===== src/rtl/multicycle_ctrl.sv =====
// multicycle_ctrl: multi-cycle sequencing FSM for the RV32I core.
// Walks FETCH -> DECODE -> EXEC -> (MEM) -> (WB) over the shared datapath and
// drives the datapath selects, immgen format/enable and the memory handshake.
// Illegal opcodes park the controller in TRAP until reset.
// Optional feature macro: CTRL_INSTRET_EN builds the retired-instruction
// counter; when it is undefined, instret is tied to zero.
module multicycle_ctrl #(
  parameter int BITS  = 32,
  parameter int CNT_W = 32
) (
  input  logic             clk,
  input  logic             rst_n,
  input  logic [BITS-1:0]  instruction,
  input  logic             mem_ready,
  input  logic             branch_taken,
  output logic [2:0]       state,
  output logic             ir_write,
  output logic             pc_write,
  output logic [1:0]       pc_sel,
  output logic             mem_req,
  output logic             mem_we,
  output logic             reg_write,
  output logic [1:0]       wb_sel,
  output logic             alu_a_sel,
  output logic             alu_b_sel,
  output logic [2:0]       imm_fmt,
  output logic             imm_en,
  output logic             retire,
  output logic             halted,
  output logic [CNT_W-1:0] instret
);

  typedef enum logic [2:0] {
    S_FETCH  = 3'd0,
    S_DECODE = 3'd1,
    S_EXEC   = 3'd2,
    S_MEM    = 3'd3,
    S_WB     = 3'd4,
    S_TRAP   = 3'd7
  } state_t;

  typedef enum logic [3:0] {
    C_NONE, C_OP, C_OPIMM, C_LOAD, C_STORE, C_BRANCH,
    C_LUI, C_AUIPC, C_JAL, C_JALR, C_FENCE, C_ILLEGAL
  } class_t;

  state_t r_state;
  state_t w_nextState;
  class_t r_class;
  class_t w_decClass;
  logic   w_rdZero;
  logic   w_unusedBits;

  // Map a major opcode onto the instruction class that steers the FSM path.
  function automatic class_t decodeClass(input logic [6:0] op);
    class_t c;
    c = C_ILLEGAL;
    case (op)
      7'b0110011: c = C_OP;
      7'b0010011: c = C_OPIMM;
      7'b0000011: c = C_LOAD;
      7'b0100011: c = C_STORE;
      7'b1100011: c = C_BRANCH;
      7'b0110111: c = C_LUI;
      7'b0010111: c = C_AUIPC;
      7'b1101111: c = C_JAL;
      7'b1100111: c = C_JALR;
      7'b0001111: c = C_FENCE;
      default:    c = C_ILLEGAL;
    endcase
    return c;
  endfunction

  // Immediate format handed to immgen: 0 none/R, 1 I, 2 S, 3 B, 4 U, 5 J.
  function automatic logic [2:0] immFormat(input class_t c);
    logic [2:0] f;
    f = 3'd0;
    case (c)
      C_OPIMM, C_LOAD, C_JALR, C_FENCE: f = 3'd1;
      C_STORE:                          f = 3'd2;
      C_BRANCH:                         f = 3'd3;
      C_LUI, C_AUIPC:                   f = 3'd4;
      C_JAL:                            f = 3'd5;
      default:                          f = 3'd0;
    endcase
    return f;
  endfunction

  // Compressed encodings (low bits != 11) never match the table, trap them too.
  assign w_decClass   = (instruction[1:0] != 2'b11) ? C_ILLEGAL : decodeClass(instruction[6:0]);
  assign w_rdZero     = (instruction[11:7] == 5'd0);
  assign w_unusedBits = ^instruction[BITS-1:12];

  // State and class registers; class is captured only while decoding.
  always_ff @(posedge clk) begin
    if (!rst_n) begin
      r_state <= S_FETCH;
      r_class <= C_NONE;
    end else begin
      r_state <= w_nextState;
      if (r_state == S_DECODE) begin
        r_class <= w_decClass;
      end
    end
  end

  // Next-state and per-state control outputs; everything forced low in reset.
  always_comb begin
    w_nextState = r_state;
    ir_write    = 1'b0;
    pc_write    = 1'b0;
    pc_sel      = 2'd0;
    mem_req     = 1'b0;
    mem_we      = 1'b0;
    reg_write   = 1'b0;
    wb_sel      = 2'd0;
    alu_a_sel   = 1'b0;
    alu_b_sel   = 1'b0;
    imm_fmt     = 3'd0;
    imm_en      = 1'b0;
    retire      = 1'b0;
    halted      = 1'b0;
    case (r_state)
      S_FETCH: begin
        mem_req = 1'b1;
        if (mem_ready) begin
          ir_write    = 1'b1;
          w_nextState = S_DECODE;
        end
      end
      S_DECODE: begin
        imm_en      = 1'b1;
        imm_fmt     = immFormat(w_decClass);
        w_nextState = (w_decClass == C_ILLEGAL) ? S_TRAP : S_EXEC;
      end
      S_EXEC: begin
        imm_en    = 1'b1;
        imm_fmt   = immFormat(r_class);
        alu_a_sel = (r_class == C_AUIPC) || (r_class == C_JAL);
        alu_b_sel = !((r_class == C_OP) || (r_class == C_BRANCH));
        case (r_class)
          C_OP, C_OPIMM, C_LUI, C_AUIPC, C_JAL, C_JALR: w_nextState = S_WB;
          C_LOAD, C_STORE: w_nextState = S_MEM;
          C_BRANCH: begin
            pc_write    = 1'b1;
            pc_sel      = branch_taken ? 2'd1 : 2'd0;
            retire      = 1'b1;
            w_nextState = S_FETCH;
          end
          C_FENCE: begin
            pc_write    = 1'b1;
            retire      = 1'b1;
            w_nextState = S_FETCH;
          end
          default: w_nextState = S_TRAP;
        endcase
      end
      S_MEM: begin
        imm_en  = 1'b1;
        imm_fmt = immFormat(r_class);
        mem_req = 1'b1;
        mem_we  = (r_class == C_STORE);
        if (mem_ready) begin
          if (r_class == C_STORE) begin
            pc_write    = 1'b1;
            retire      = 1'b1;
            w_nextState = S_FETCH;
          end else begin
            w_nextState = S_WB;
          end
        end
      end
      S_WB: begin
        imm_en    = 1'b1;
        imm_fmt   = immFormat(r_class);
        reg_write = !w_rdZero;
        pc_write  = 1'b1;
        retire    = 1'b1;
        case (r_class)
          C_LOAD:  wb_sel = 2'd1;
          C_JAL:   begin wb_sel = 2'd2; pc_sel = 2'd1; end
          C_JALR:  begin wb_sel = 2'd2; pc_sel = 2'd2; end
          C_LUI:   wb_sel = 2'd3;
          default: wb_sel = 2'd0;
        endcase
        w_nextState = S_FETCH;
      end
      S_TRAP: begin
        halted = 1'b1;
      end
      default: w_nextState = S_FETCH;
    endcase
    if (!rst_n) begin
      ir_write  = 1'b0;
      pc_write  = 1'b0;
      pc_sel    = 2'd0;
      mem_req   = 1'b0;
      mem_we    = 1'b0;
      reg_write = 1'b0;
      wb_sel    = 2'd0;
      alu_a_sel = 1'b0;
      alu_b_sel = 1'b0;
      imm_fmt   = 3'd0;
      imm_en    = 1'b0;
      retire    = 1'b0;
      halted    = 1'b0;
    end
  end

  assign state = rst_n ? r_state : 3'd0;

`ifdef CTRL_INSTRET_EN
  logic [CNT_W-1:0] r_instret;

  // Count completed instructions, wrapping naturally at the counter width.
  always_ff @(posedge clk) begin
    if (!rst_n) begin
      r_instret <= '0;
    end else if (retire) begin
      r_instret <= r_instret + CNT_W'(1);
    end
  end

  assign instret = rst_n ? r_instret : '0;
`else
  assign instret = '0;
`endif

endmodule


===== config.mk =====
export PLATFORM = sky130hd
export DESIGN_NAME = multicycle_ctrl
export DESIGN_NICKNAME = d
export VERILOG_FILES = /design/src/rtl/multicycle_ctrl.sv
export SDC_FILE = /design/constraint.sdc
export NUM_CORES = 1
export LEC_CHECK = 0
export BUFFER_PORTS_ARGS = -buffer_cell sky130_fd_sc_hd__buf_4
export CAP_MARGIN = 20
export CORE_ASPECT_RATIO = 2
export CORE_MARGIN = 10
export CORE_UTILIZATION = 45
export DETAILED_ROUTE_END_ITERATION = 6
export PLACE_DENSITY = 0.86
export SYNTH_ARGS = -nofsm -noshare
export SYNTH_HDL_FRONTEND = slang
export SYNTH_SLANG_ARGS = --single-unit

===== constraint.sdc =====
create_clock -name clk -period 2.6 [get_ports clk]
set_input_delay 0.26 -clock clk [delete_from_list [all_inputs] [get_ports clk]]
set_output_delay 0.26 -clock clk [all_outputs]
set_load 0.1 [all_outputs]

# Word-level counts from Yosys, hierarchy flattened

Memory sizes are Yosys's and may differ from the RTL's. A register that Yosys moved wholly into a read port is not among the register bits.
Index checks and enable logic that the tools add are counted.

Bitwise logic cells: 1
Mux-type cells: 47
Reductions and logical operators: 13
Eq/ne operators: 29

Operators with widths:

| kind               | number |
|---|---|
| $pmux 4 s10        | 1 |
| $mux 4             | 7 |
| $mux 1             | 23 |
| $eq 7x6->1 const B | 3 |
| $eq 7x7->1 const B | 3 |
| $mux 3             | 6 |
| $eq 4x3->1 const B | 4 |
| $eq 4x4->1 const B | 4 |
| $pmux 3 s5         | 1 |
| $eq 7x5->1 const B | 2 |
| $pmux 3 s4         | 1 |
| $pmux 3 s3         | 1 |
| $eq 4x2->1 const B | 2 |
| $pmux 2 s2         | 2 |
| $reduce_or 2->1    | 4 |
| $eq 7x2->1 const B | 1 |
| $eq 7x4->1 const B | 1 |
| $eq 3x2->1 const B | 2 |
| $eq 3x3->1 const B | 2 |
| $mux 2             | 3 |
| $ne 2x2->1 const B | 3 |
| $pmux 2 s3         | 1 |
| $reduce_or 6->1    | 1 |
| $logic_not 5->1    | 1 |
| 9 further kinds    | 11 |

Bits in read-only memories: 192
Memories: 4
Word-level logic and storage cells: 96
Output and inout bits: 52
Register bits: 7

Memory list:

| name             | depth | width | read ports | clocked after memory_dff | wr ports | RTL line | text |
|---|---|---|---|---|---|---|---|
| (name not given) | 16    | 3     | 1          | 0                        | 0        | 78       | `case (c)` |
| (name not given) | 16    | 3     | 1          | 1                        | 0        | 78       |  |
| (name not given) | 16    | 3     | 1          | 1                        | 0        | 78       |  |
| (name not given) | 16    | 3     | 1          | 1                        | 0        | 78       |  |

# Longest topological paths before layout

Depth in word-level cells: 6
Gate-level depth with buffers: 8
Mapped depth without buffers: 6

# Worst setup path after synthesis

No wires, ideal clock.

Kind: input to output
From: in rst_n
To: out wb_sel[0]
Path slack: -2.375 ns
Arrival: 4.715 ns
Path buffers: 1
Stages on the path: 4
Cells stage by stage: clkbuf_1 and2_1 nand2_1 nor4b_1

Word-level cells in the longest chain between the ends: 1

RTL lines:

| item        | RTL line | text |
|---|---|---|
| from (decl) | 12       | `input logic rst_n,` |
| $mux 2      | 193      | `if (!rst_n) begin` |
| to (decl)   | 23       | `output logic [1:0] wb_sel,` |

Every way passes these cells.

# Final worst setup path

From: reg r_state[1]
To: out retire

Word-level cells in the longest chain between the ends: 3
Elaborated cells between the ends (all ways): 5

RTL lines:

| item                                     | RTL line | text |
|---|---|---|
| from (decl)                              | 47       | `state_t r_state;` |
| from (signal assigned)                   | 100      | `r_state <= w_nextState;` |
| $eq 3x3->1 or $eq 3x2->1 (tied branches) | 123      | `case (r_state)` |
| $pmux 1 s3 (*)                           | 123      |  |
| $mux 1 (*)                               | 193      |  |
| to (decl)                                | 28       | `output logic retire,` |

Mark *: on every way between the ends. The rest lies on a longest branch, timed or not.

==> impl_metrics.csv <==
group,metric,value,unit
run_status,outcome,"completed",
yosys,netlist.area_leader.share,19.7,%
finish,nFillCells,292,
setup_path,r2r_cells,6,
timing,skew,3.16,ps
cts,max-clock-path-buffers,2,
floorplan,core,2770,sq um
detailed_routing,viasPerCell,5.28,
yosys,synth_area,1290,sq um
global_routing,track_usage,11.9,%
cts,clkSinkCount,10,
timing,whs,355,ps
finish,drive_gt1_share,25.7,%
yosys,synth_top_family_by_area,"simple AND/OR/NAND/NOR gates",
global_routing,use_met1,10.2,%
finish,area_growth,16.9,%
global_routing,antenna_found_initial,0,
cts,hold_buffers,0,
global_routing,met2_usage,22.8,%
setup_path,arrival,1900,ps
setup_path,startpoint,"r_state[1]",
setup_path,crit_path_max_fanout,11,
floorplan,start_util,46.7,%
floorplan,rows,27,
timing,slew_violations,0,
yosys,syn_avg_cell_area,6.91,sq um
detailed_routing,drc,0,
yosys,synth_edf_count,0,
timing,min_period,2160,ps
global_routing,overflow,0,
yosys,ys_ff_latch,10,
yosys,ys_top_cells_by_count,"34 x buf_4, 16 x nor2_1, 14 x nand2_1, 13 x o21ai_0, 10 x dfxtp_1",
yosys,syn_inst,187,
global_routing,grt_pass1_vias,1319,
floorplan,die_x,57.9,microns
power_and_ir_drop,ir_worst_vdd,605,uV
timing,setup_tns,0,ps
yosys,ys_seq_area_share,15.5,%
setup_path,cp-end-kind,"output port",
detailed_routing,drt-total-wl,3450,microns
yosys,synth_area_leader_cell,"buf_4",
detailed_routing,drtAntennaViolNets,0,
timing,finalWorstSetupSlack,441,ps
setup_path,cp.required,2340,ps
yosys,yosys.cell_types.count,46,
global_routing,top_usage_layer,"met2",
yosys,post-synth-top-count-cell,"buf_4",
detailed_routing,dr_total_vias,1283,
cts,numCtsBuffers,3,
yosys,async_reset_ff_share,0,%
finish,finalNetCount,251,
cts,root_buffer,"clkbuf_8",
power_and_ir_drop,power.total,1.58,mW
yosys,synth_mux_area_share,0.774,%
placement,placement.io_buffers,35,
timing,period_share,83.0,%
cts,clock_latency,240,ps
cts,cts_setup_buffers,0,
yosys,synth_xor_area_share,2.71,%
timing,hold_viol,0,
worst_hold_path,min_path_cells,2,
cts,path_clk_slew,50,ps
placement,gp_congestion,0.782,
setup_path,r2r_slack,740,ps
power_and_ir_drop,power_per_cell_area,1040,nW/um^2
job,maxCapViolations,0,
finish,final-seq-area,200,sq um
yosys,synthSimpleGateAreaFrac,29.4,%
detailed_routing,wl_per_cell,14.2,microns
setup_path,reg2reg_from,"r_state[2]",
placement,pre_cts_ws,687,ps
finish,multi_input_area,908,sq um
yosys,synthTopCellsByArea,"buf_4 20%, dfxtp_1 15%, o21ai_0 5.0%",
yosys,synth-adder-area-share,0,%
global_routing,grt_pass1_wl,5560,microns
finish,diodes,0,
floorplan,io_pins,88,
floorplan,die_y,95.8,microns
detailed_routing,drt-initial-drc-count,39,
cts,htreeDepth,1,
floorplan,die-area,5550,sq um
global_routing,grt_max_degree,19,
worst_hold_path,min-delay-start,"rst_n",
placement,hpwl,2870,microns
worst_hold_path,hp-class,"in -> reg",
global_routing,use_met3,4.35,%
timing,max_freq,0.463,GHz
detailed_routing,dr.pass1.iters,5,
setup_path,start_kind,"flip-flop",
yosys,yosysWarnings,0,
power_and_ir_drop,p_leak,0.688,nW
yosys,synth_compound_area_share,25.3,%
worst_hold_path,whs_endpoint,"r_state[0]",
yosys,ys.flop_type,"dfxtp_1",
cts,cts_tree,"built",
timing,setup_viol,0,
cts,ctsResizeCount,0,
setup_path,worstSetupPathType,"reg -> out",
timing,rsz0062_at_grt,"false",
[per-layer routing]
metal / part of all wire [%] / vias to the layer above
li1: - / 631
met1: 34 / 575
met2: 52 / 68
met3: 11 / 9
met4: 2.9 / 0
met5: 0 / -
[worst max-delay path by stage]
stage	to	slack, ps	depth (start not counted)
after floorplan	wb_sel[0]	-710	4
after global placement	wb_sel[0]	710	4
after detailed placement	retire	690	5
after CTS	retire	440	5
after global routing	pc_write	290	5
final	retire	440	5
[kinds of logic (layout without fill, tap and decap cells)]
kind of cell              Yosys count  count (layout)
other                               1              32
muxes                               1               1
DFF                                10              10
buffers and inverters              54              50
and+or+nand+nor                    70              70
xor gates and xnor gates            4               4
AOI/OAI and AO/OA                  47              47
[worst max-delay path, cell delays in order (launching register included)]
cell	delay, ps
dfxtp_1	560
nor2b_1	290
o21ai_0	150
a21oi_1	180
o21a_1	170
buf_4	290
[through the flow]
stage | instance area (sq um) | instances | utilization (%)
2_1_floorplan | 1450 | 218 | -
4_1_cts | 1510 | 243 | 54.6
3_5_place_dp | 1460 | 239 | 52.6
5_1_grt | 1510 | 243 | 54.6
6_report | 1510 | 243 | 54.6
3_3_place_gp | 1460 | 239 | 52.6
[area by class of cell]
| type | instances | share of cell area, % |
|---|---|---|
| Sequential cell | 10 | 13.2 |
| Timing Repair Buffer | 37 | 18.4 |
| Clock buffer | 4 | 3.64 |
| Multi-Input combinational cell | 154 | 60.1 |
| Inverter | 9 | 2.24 |
| Tap cell | 29 | 2.40 |
[placed cells by master, fill, tap and decap left out, types with 2 or more instances in the layout]
master / n
a31oi_1: 3
nor2b_2: 3
conb_1: 32
nand2_1: 14
nand2b_1: 5
a211oi_1: 2
nand4_1: 2
o21a_1: 5
clkbuf_8: 4
a22oi_1: 2
a21oi_1: 7
inv_1: 9
nor3_1: 5
nor2_1: 16
and3_1: 4
o22ai_1: 2
buf_4: 37
nor2b_1: 3
xnor2_1: 3
nand3_1: 6
o21ai_0: 12
dfxtp_1: 10
[power breakdown]
group / total, mW / internal [mW] / leakage [nW] / switching [mW]
sequential: 0.286 / 0.202 / 0.0821 / 0.0834
clock: 0.196 / 0.133 / 0.0288 / 0.0629
combinational: 1.09 / 0.276 / 0.577 / 0.818
No activity file was read; power rests on OpenSTA's default activity.
